**src/rtl/useq_next_addr_ctrl.sv**
```systemverilog
// Next-address control for cascaded Am2909 slices: opcode decode, condition select,
// loop counter, stack-depth shadow with sticky overflow/underflow flags.
module useq_next_addr_ctrl #(
    parameter int CTR_W = 8,
    parameter int DEPTH = 4
) (
    input  logic             clock,
    input  logic             reset_n,
    input  logic [3:0]       instr,
    input  logic [2:0]       cond_sel,
    input  logic             cond_pol,
    input  logic [7:0]       cond_in,
    input  logic [CTR_W-1:0] data_in,
    input  logic             err_clr,
    output logic             s1,
    output logic             s0,
    output logic             zero_n,
    output logic             fe_n,
    output logic             pup,
    output logic             cin,
    output logic             re_n,
    output logic             pl_oe_n,
    output logic             map_oe_n,
    output logic             vect_oe_n,
    output logic             ctr_zero,
    output logic [2:0]       depth,
    output logic             stk_ovf,
    output logic             stk_unf
);

    localparam logic [2:0] DEPTH_MAX = 3'(DEPTH);

    logic [CTR_W-1:0] ctr_q, ctr_d;
    logic [2:0]       depth_q, depth_d;
    logic             ovf_q, ovf_d, unf_q, unf_d;

    logic       pass, ctr_nz;
    logic [1:0] sel;
    logic       zn, fen, pu, ci, ren, pl_n, map_n, vect_n;
    logic       do_clr, do_load, do_dec, do_push, do_pop;
    logic       ovf_set, unf_set;

    assign pass   = (cond_sel == 3'd0) | (cond_in[cond_sel] ^ cond_pol);
    assign ctr_nz = (ctr_q != '0);

    always_comb begin
        sel     = 2'b00;
        zn      = 1'b1;
        fen     = 1'b1;
        pu      = 1'b0;
        ci      = 1'b1;
        ren     = 1'b1;
        pl_n    = 1'b0;
        map_n   = 1'b1;
        vect_n  = 1'b1;
        do_clr  = 1'b0;
        do_load = 1'b0;
        do_dec  = 1'b0;
        case (instr)
            4'h0: begin zn = 1'b0; ci = 1'b0; do_clr = 1'b1; end
            4'h1: if (pass) begin sel = 2'b11; fen = 1'b0; pu = 1'b1; end
            4'h2: begin sel = 2'b11; map_n = 1'b0; pl_n = 1'b1; end
            4'h3: if (pass) sel = 2'b11;
            4'h4: begin fen = 1'b0; pu = 1'b1; do_load = pass; end
            4'h5: begin fen = 1'b0; pu = 1'b1; sel = pass ? 2'b11 : 2'b01; end
            4'h6: begin vect_n = 1'b0; pl_n = 1'b1; if (pass) sel = 2'b11; end
            4'h7: sel = pass ? 2'b11 : 2'b01;
            4'h8: if (ctr_nz) begin sel = 2'b10; do_dec = 1'b1; end else fen = 1'b0;
            4'h9: if (ctr_nz) begin sel = 2'b11; do_dec = 1'b1; end
            4'hA: if (pass) begin sel = 2'b10; fen = 1'b0; end
            4'hB: if (pass) begin sel = 2'b11; fen = 1'b0; end
            4'hC: begin do_load = 1'b1; ren = 1'b0; end
            4'hD: if (pass) fen = 1'b0; else sel = 2'b10;
            4'hE: sel = 2'b00;
            4'hF: begin
                if (pass) fen = 1'b0;
                else if (ctr_nz) begin sel = 2'b10; do_dec = 1'b1; end
                else begin sel = 2'b11; fen = 1'b0; end
            end
            default: sel = 2'b00;
        endcase
    end

    assign do_push = ~fen & pu;
    assign do_pop  = ~fen & ~pu;

    // Holding reset forces Y=0 so the slices clock PC<=0 with no stack or AR activity.
    assign s1        = reset_n & sel[1];
    assign s0        = reset_n & sel[0];
    assign zero_n    = reset_n & zn;
    assign cin       = reset_n & ci;
    assign fe_n      = ~reset_n | fen;
    assign pup       = reset_n & pu;
    assign re_n      = ~reset_n | ren;
    assign pl_oe_n   = reset_n & pl_n;
    assign map_oe_n  = ~reset_n | map_n;
    assign vect_oe_n = ~reset_n | vect_n;

    always_comb begin
        ctr_d   = ctr_q;
        depth_d = depth_q;
        ovf_set = 1'b0;
        unf_set = 1'b0;
        if (do_load)
            ctr_d = data_in;
        else if (do_dec)
            ctr_d = ctr_q - CTR_W'(1);
        if (do_clr) begin
            depth_d = 3'd0;
        end else if (do_push) begin
            if (depth_q == DEPTH_MAX) ovf_set = 1'b1;
            else                      depth_d = depth_q + 3'd1;
        end else if (do_pop) begin
            if (depth_q == 3'd0) unf_set = 1'b1;
            else                 depth_d = depth_q - 3'd1;
        end
        ovf_d = ovf_set | (ovf_q & ~err_clr);
        unf_d = unf_set | (unf_q & ~err_clr);
    end

    always_ff @(posedge clock or negedge reset_n) begin
        if (!reset_n) begin
            ctr_q   <= '0;
            depth_q <= 3'd0;
            ovf_q   <= 1'b0;
            unf_q   <= 1'b0;
        end else begin
            ctr_q   <= ctr_d;
            depth_q <= depth_d;
            ovf_q   <= ovf_d;
            unf_q   <= unf_d;
        end
    end

    assign ctr_zero = ~ctr_nz;
    assign depth    = depth_q;
    assign stk_ovf  = ovf_q;
    assign stk_unf  = unf_q;

endmodule

```
**config.mk**
```make
export PLATFORM = sky130hd
export DESIGN_NAME = useq_next_addr_ctrl
export DESIGN_NICKNAME = d
export VERILOG_FILES = /design/src/rtl/useq_next_addr_ctrl.sv
export SDC_FILE = /design/constraint.sdc
export NUM_CORES = 1
export LEC_CHECK = 0
export BUFFER_PORTS_ARGS = -buffer_cell sky130_fd_sc_hd__buf_2
export CAP_MARGIN = 10
export CORE_UTILIZATION = 45
export DETAILED_ROUTE_END_ITERATION = 7
export PLACE_DENSITY = 0.78
export SYNTH_ARGS = -nofsm -noshare
export SYNTH_HDL_FRONTEND = slang
export SYNTH_SLANG_ARGS = --single-unit
```
**constraint.sdc**
```tcl
create_clock -name clock -period 3.4 [get_ports clock]
set_input_delay 0.17 -clock clock [delete_from_list [all_inputs] [get_ports clock]]
set_output_delay 0.17 -clock clock [all_outputs]
set_load 0.01 [all_outputs]
```
==> results of run 1 <==
[where the power goes]
| part | internal [mW] | leakage, nW | switching, mW |
|---|---|---|---|
| Sequential | 0.215 | 0.154 | 0.0649 |
| Clock | 0.0453 | 0.0150 | 0.0477 |
| Combinational | 0.163 | 0.460 | 0.180 |
| Total | 0.424 | 0.629 | 0.293 |
[sequential cells by signal (all words and copies together), names as in the netlist]
signal	flops
stk_unf	1
stk_ovf	1
ctr_q	8
depth	3
[cell type report]
cell class | instances | area [um2]
Multi-Input combinational cell | 112 | 778
Fill cell | 238 | 1070
Inverter | 10 | 37.5
Sequential cell | 13 | 325
Tap cell | 30 | 37.5
Clock buffer | 4 | 26.3
Timing Repair Buffer | 43 | 220
[worst paths after layout]
path / start / to / slack (ns) / cells past startpoint
max: ctr_q[5] / s0 / 0.63 / 8
min: err_clr / stk_ovf / 0.09 / 2
max reg2reg: ctr_q[5] / depth[1] / 1.03 / 6
min reg2reg: stk_unf / stk_unf / 0.54 / 2
max in group asynchronous: reset_n / depth[0] / 2.77 / 2
min in group asynchronous: reset_n / ctr_q[0] / 0.35 / 2
[cells by family (layout without fill, tap and decap cells)]
| group | count (synthesis) | after routing |
|---|---|---|
| simple gates | 58 | 58 |
| mux | 8 | 8 |
| flops | 13 | 13 |
| fa+ha+maj | 3 | 3 |
| xor+xnor | 8 | 8 |
| compound gates | 35 | 35 |
| buf+inv | 18 | 57 |
[metal layers]
metal	track usage [%]	routed length, um	vias to the layer above	share of wire (%)
li1	-	-	588	-
met1	29.5	1270	537	46
met2	36.6	1380	31	50
met3	3.39	89	4	3.2
met4	7.46	23	0	0.83
met5	0	0	-	0
[critical path, cell delays in order, from the launching register on]
cell	delay, ns
dfrtp_1	0.40
or4_1	0.60
nor4b_2	0.47
nor2_1	0.26
nand2_1	0.13
o21ai_0	0.09
o21ai_0	0.16
a21oi_1	0.09
buf_2	0.14
[per-stage QoR]
stage	worst slack [ns]	hold WS (ns)
floorplan	0.974	-0.126
detailed placement	0.391	0.119
global route	0.448	0.102
CTS	0.662	0.0879
finish	0.633	0.0869
global placement	0.535	0.110
[cells in the final DEF (no fill, tap or decap), drive strengths merged, types with 2 or more instances in the layout]
cell / n
and2: 2
o21a: 2
inv: 10
a21oi: 10
a31oi: 2
nand3: 3
ha: 2
nor2b: 2
o21ai: 10
xor2: 2
xnor2: 6
buf: 42
clkbuf: 4
mux2i: 6
nor2: 24
dfrtp: 13
o211ai: 3
nor3: 4
nor4bb: 3
nand2b: 2
nand2: 9
nand4b: 2
[timing repair]
item	CTS	global route
endpoints found under the hold margin	13	0
buffers inserted	0	0
hold buffers	1	0
setup endpoints to repair	0	0
==> impl_results.md, run 1 <==
- Unique cell type count in the Yosys netlist: 50
- RSZ-0062 raised after global routing: no
- Final setup TNS: 0 ns
- Post-route DRC: 0
- Setup crit start kind: flop
- Dominant cells by area after synthesis: dfrtp_1 (27%), nor2_1 (7.4%), xnor2_1 (4.3%)
- Vias post-DR: between 1000 and 1500
- Largest family of logic cells by synthesized area: simple AND/OR/NAND/NOR gates
- CP required: 3.23 ns
- Layout net count: 213
- Max cap viols: 0
- Mux share of post-synthesis cell area: approximately 8%
- Worst skew pair latency: 0.27 ns
- Die ar.: a little under 0.003 mm2
- ANT cells: 0
- Post-synthesis compound-gate area fraction: 21.4%
- # setup viols final: 0
- Clock Skews: 0.00421 ns
- Final Slew Violations: 0
- Die X: 53.9 um
- Pwr per Cell Area: a little over 500 mW/mm2
- Largest net degree at the start of global routing: 20
- Initial Util: 48.4%
- Num CTS Buffers: 3
- Die H: 53.9 um
- Slew headroom: roughly a quarter
- Mapped Cells: 143
- Async S/R FF share, synth: 100%
- Slew @ Worst Pin: 1.13 ns
- Register bit count reported by yosys: 13
- Post-synth top cells: nor2_1 (24), dfrtp_1 (13), a21oi_1 (10), inv_1 (10), nand2_1 (9)
- Syn nets: 173
- Number of global-route vias before repair: 1116
- Syn Std Cell Area: 0.00121 mm2
- WP data arrival: 2.60 ns
- LEAKAGE: 0.629 nW
- Max clock buf depth: 2
- Fin cells: 212
- Global route overflow: 0
- I/O Pins: 43
- TritonCTS clock tree: built
- DR vias/cell: 5.47
- Core area: 0.00250 mm2
- Min Tclk post-route: 2.77 ns
- Yosys top cell area share: a little over a quarter
- # resized after CTS: 0
- Synth Flop Type: dfrtp_1
- Initial antenna violation count: 0
- Simple-gate share of the synthesized area: about a quarter
- Peak supply drop: 0.371 mV
- # rows: 18
- Area grow syn2layout: 17.7%
- CTS sink cnt: 13
- XOR/XNOR Fraction of Synth Area: 5.79%
- YS warnings: 0
- Drt initial violations: 23
- Tcrit/Tclk final: 81.4%
- Global Route Usage Sum: 22.3%
- Placed wire-length estimate: roughly 2100 um
- Cell taking the most area after synthesis: dfrtp_1
- Root Buffer: clkbuf_4
- Setup crit end kind: primary output
- Post-placement cell area: 0.00139 mm2
- Status: finished, final reports clean
- Antenna-violating nets left: 0
- Seq/Total Area, Yosys: 26.9%
- Hold WC Path Type: input pin to flop
- Final WL: 2760 um
- Cell with the most instances after synthesis: nor2_1
- Achievable clock frequency: 361 MHz
- Syn Area/Cell: 8.47 um2
- Adder-Cell Fraction of Synth Area: 3.72%
- EDFF count, synth: 0
- Wirelength per Cell: 13.0 um
- Post-route cell area: 0.00143 mm2
- First-pass GRT wire length: 4740 um
- H-tree level count: 1
- Buffers on Ports: 42
- 1st-pass router iterations: 4
- WS Path Type: flop to primary output
- Share of layout cells above drive strength 1: 31.3%
- Critical path fanouts, max: 8
- Total Power: around 0.72 mW
- GPL Wtd Cong: around 0.85
- Final core utilization: 57.0%
- CTS clk-pin slew, worst paths: around 0.080 ns
- Post-placement cell count: 207
- Hold Fails Final Rpt: 0
Note: power is estimated with default switching activity, not from simulation.
==> inputs of run 2 (changes only) <==
Settings changed: PLACE_DENSITY 0.78 to 0.81.
Clock period 3.4 ns to 2.5 ns, I/O delays scaled along.
==> run 2 against run 1 <==
Register-to-register slack worse by 0.83 ns. Die area stayed put. Global-route usage shrank 0.12 points. Cell area rose by 7.7%. Critical path depth increased by 1. Via count grew 4.9%. Critical endpoint unchanged.
==> impl_results.md, run 2 (synthesis gave the netlist of run 1 again) <==
- Flip-flop and latch area: 325 um2 (unchanged)
- Most frequent CP cell: o21ai_1
- Share of layout cells above drive strength 1: 36.6% (+5.3 points)
- Status: finished, final reports clean
- Critical path, cell by cell: or4_4 -> nor4b_4 -> buf_4 -> nor2_4 -> nand2_1 -> o21ai_1 -> o21ai_1 -> a21oi_1 -> buf_2
- Critical-path top delay cell: or4_4
- R2r setup slk: 0.20 ns (-0.83 ns)
- Max reg flops: 8 (unchanged)
- Pre-CTS setup slack: 0.0758 ns (-0.315 ns)
- Met3 wire length: 107 um (+20%)
- Max cap viols: 0 (unchanged)
- H-tree level count: 1 (unchanged)
- ANT cells: 0 (unchanged)
- 1st-pass router iterations: 4 (unchanged)
- Post-route DRC: 0 (unchanged)
- Commonest non-fill, non-tap cell in the layout: buf_2
- Max clock buf depth: 2 (unchanged)
- Tcrit/Tclk final: 97.5%
- # rows: 18 (unchanged)
- CTS clk-pin slew, worst paths: 0.09 ns (about the same)
- DR vias/cell: 5.43 (-0.71%)
- Core area: 0.00250 mm2 (unchanged)
- Initial antenna violation count: 0 (unchanged)
- Slew headroom: 71.8% (+48 points)
- Most frequent cells in the layout: buf_2 (42), nor2_1 (23), dfrtp_1 (13)
- Worst skew pair latency: 0.28 ns (about the same)
- TritonCTS clock tree: built
- Final Slew Violations: 0 (unchanged)
- Buffers on Ports: 42 (unchanged)
- Setup crit end kind: primary output
- Final-layout fill cell count: 238 (unchanged)
- Antenna-violating nets left: 0 (unchanged)
- Top sig layer: met4
- LEAKAGE: 0.701 nW (+11%)
- I/O Pins: 43 (unchanged)
- # setup viols final: 0 (unchanged)
- Global route overflow: 0 (unchanged)
- Routed metal-1 wirelength: 1270 um (+0.24%)
- Slack of the critical path: 0.0628 ns (-0.571 ns)
- GPL Wtd Cong: 0.786 (-7.8%)
- Largest net degree at the start of global routing: 20 (unchanged)
- Num CTS Buffers: 3 (unchanged)
- Final WL: 3000 um (+8.9%)
- Clock Skews: 0.00931 ns (+0.00510 ns)
- Placed wire-length estimate: 2130 um (-0.97%)
- RSZ-0062 raised after global routing: yes
- Total Power: 1.03 mW (+44%)
- Pwr per Cell Area: 672 mW/mm2 (+34%)
- Min Tclk post-route: 2.44 ns
- Critical path's largest stage delay: 0.58 ns (-0.02 ns)
- CP required: 2.38 ns (-0.85 ns)
- Wirelength per Cell: 13.4 um (+3.1%)
- Initial Util: 48.4% (unchanged)
- First-pass GRT wire length: 4620 um (-2.6%)
- Root Buffer: clkbuf_4
- Die H: 53.9 um (unchanged)
- WP data arrival: 2.31 ns (-0.29 ns)
- Multi-input gate area: 798 um2 (+2.6%)
- Slew @ Worst Pin: 0.417 ns (-0.717 ns)
- Detail Route met2 WL: 1550 um (+13%)
- Die ar.: 0.00290 mm2 (unchanged)
- Hold Fails Final Rpt: 0 (unchanged)
- Vias post-DR: 1217 (+4.9%)
- Biggest register: ctr_q
- CTS sink cnt: 13 (unchanged)
- Number of global-route vias before repair: 1050 (-5.9%)
- Layout net count: 225 (+5.6%)
- Achievable clock frequency: 410 MHz
- Area grow syn2layout: 26.8%
- Drt initial violations: 35 (+52%)
- Peak supply drop: 0.430 mV (+16%)
- Critical path fanouts, max: 3 (-5)
- WS Path Type: flop to primary output
- Global Route Usage Sum: 22.2% (-0.12 points)
- Die X: 53.9 um (unchanged)
- Hold WC Path Type: input pin to flop
- Setup crit start kind: flop
-- run 2: repair_timing --
item                                    CTS  global route
hold buffers                              1             0
resized for setup                         3             4
endpoints found under the hold margin    13             0
endpoints found under the setup margin    3             3
setup buffers                             1             7
pin swaps                                 1             7
-- run 2: area by class of cell --
cell class	count	share of cell area [%]
Sequential cell	13	21.2
Inverter	10	2.44
Multi-Input combinational cell	112	52.0
Timing Repair Buffer	55	20.2
Clock buffer	4	1.71
Tap cell	30	2.44
-- run 2: power breakdown --
| group | leakage, nW | total (mW) | internal, mW | switching [mW] |
|---|---|---|---|---|
| registers | 0.154 | 0.387 | 0.292 | 0.0942 |
| clock network | 0.0150 | 0.135 | 0.0620 | 0.0729 |
| logic | 0.532 | 0.510 | 0.255 | 0.255 |
-- run 2: layer usage --
layer  GRT usage [%]  vias to the layer above
met3            2.82                        9
li1                -                      608
met2            38.3                       34
met4            9.21                        0
met5               0                        -
met1            27.4                      566
-- run 2: worst paths after layout --
| kind | startpoint | endpoint | cells after the start |
|---|---|---|---|
| min in group asynchronous | reset_n | ctr_q[1] | 2 |
| hold reg to reg | stk_unf | stk_unf | 2 |
| max in group asynchronous | reset_n | depth[0] | 2 |
| setup reg to reg | ctr_q[3] | depth[1] | 8 |
| hold / removal | err_clr | stk_ovf | 2 |
| setup / recovery | ctr_q[3] | s0 | 9 |
-- run 2: worst max-delay path, delay by kind of cell (launching register included) --
| kind | cells | cell delay [ns] |
|---|---|---|
| compound gates | 3 | 0.28 |
| simple gates | 4 | 1.02 |
| buf+inv | 2 | 0.33 |
| flops | 1 | 0.40 |
-- run 2: per-stage QoR --
stage | hold WS, ns | std cells | utilization, % | TNS (ns) | instance area [um2]
floorplan | -0.171 | 143 | - | 0 | 1210
global placement | 0.0658 | 211 | 56.8 | 0 | 1420
detailed placement | 0.0708 | 211 | 56.8 | 0 | 1420
CTS | 0.0282 | 217 | 59.1 | 0 | 1480
global route | 0.0264 | 224 | 61.4 | -0.147 | 1540
finish | 0.0338 | 224 | 61.4 | 0 | 1540
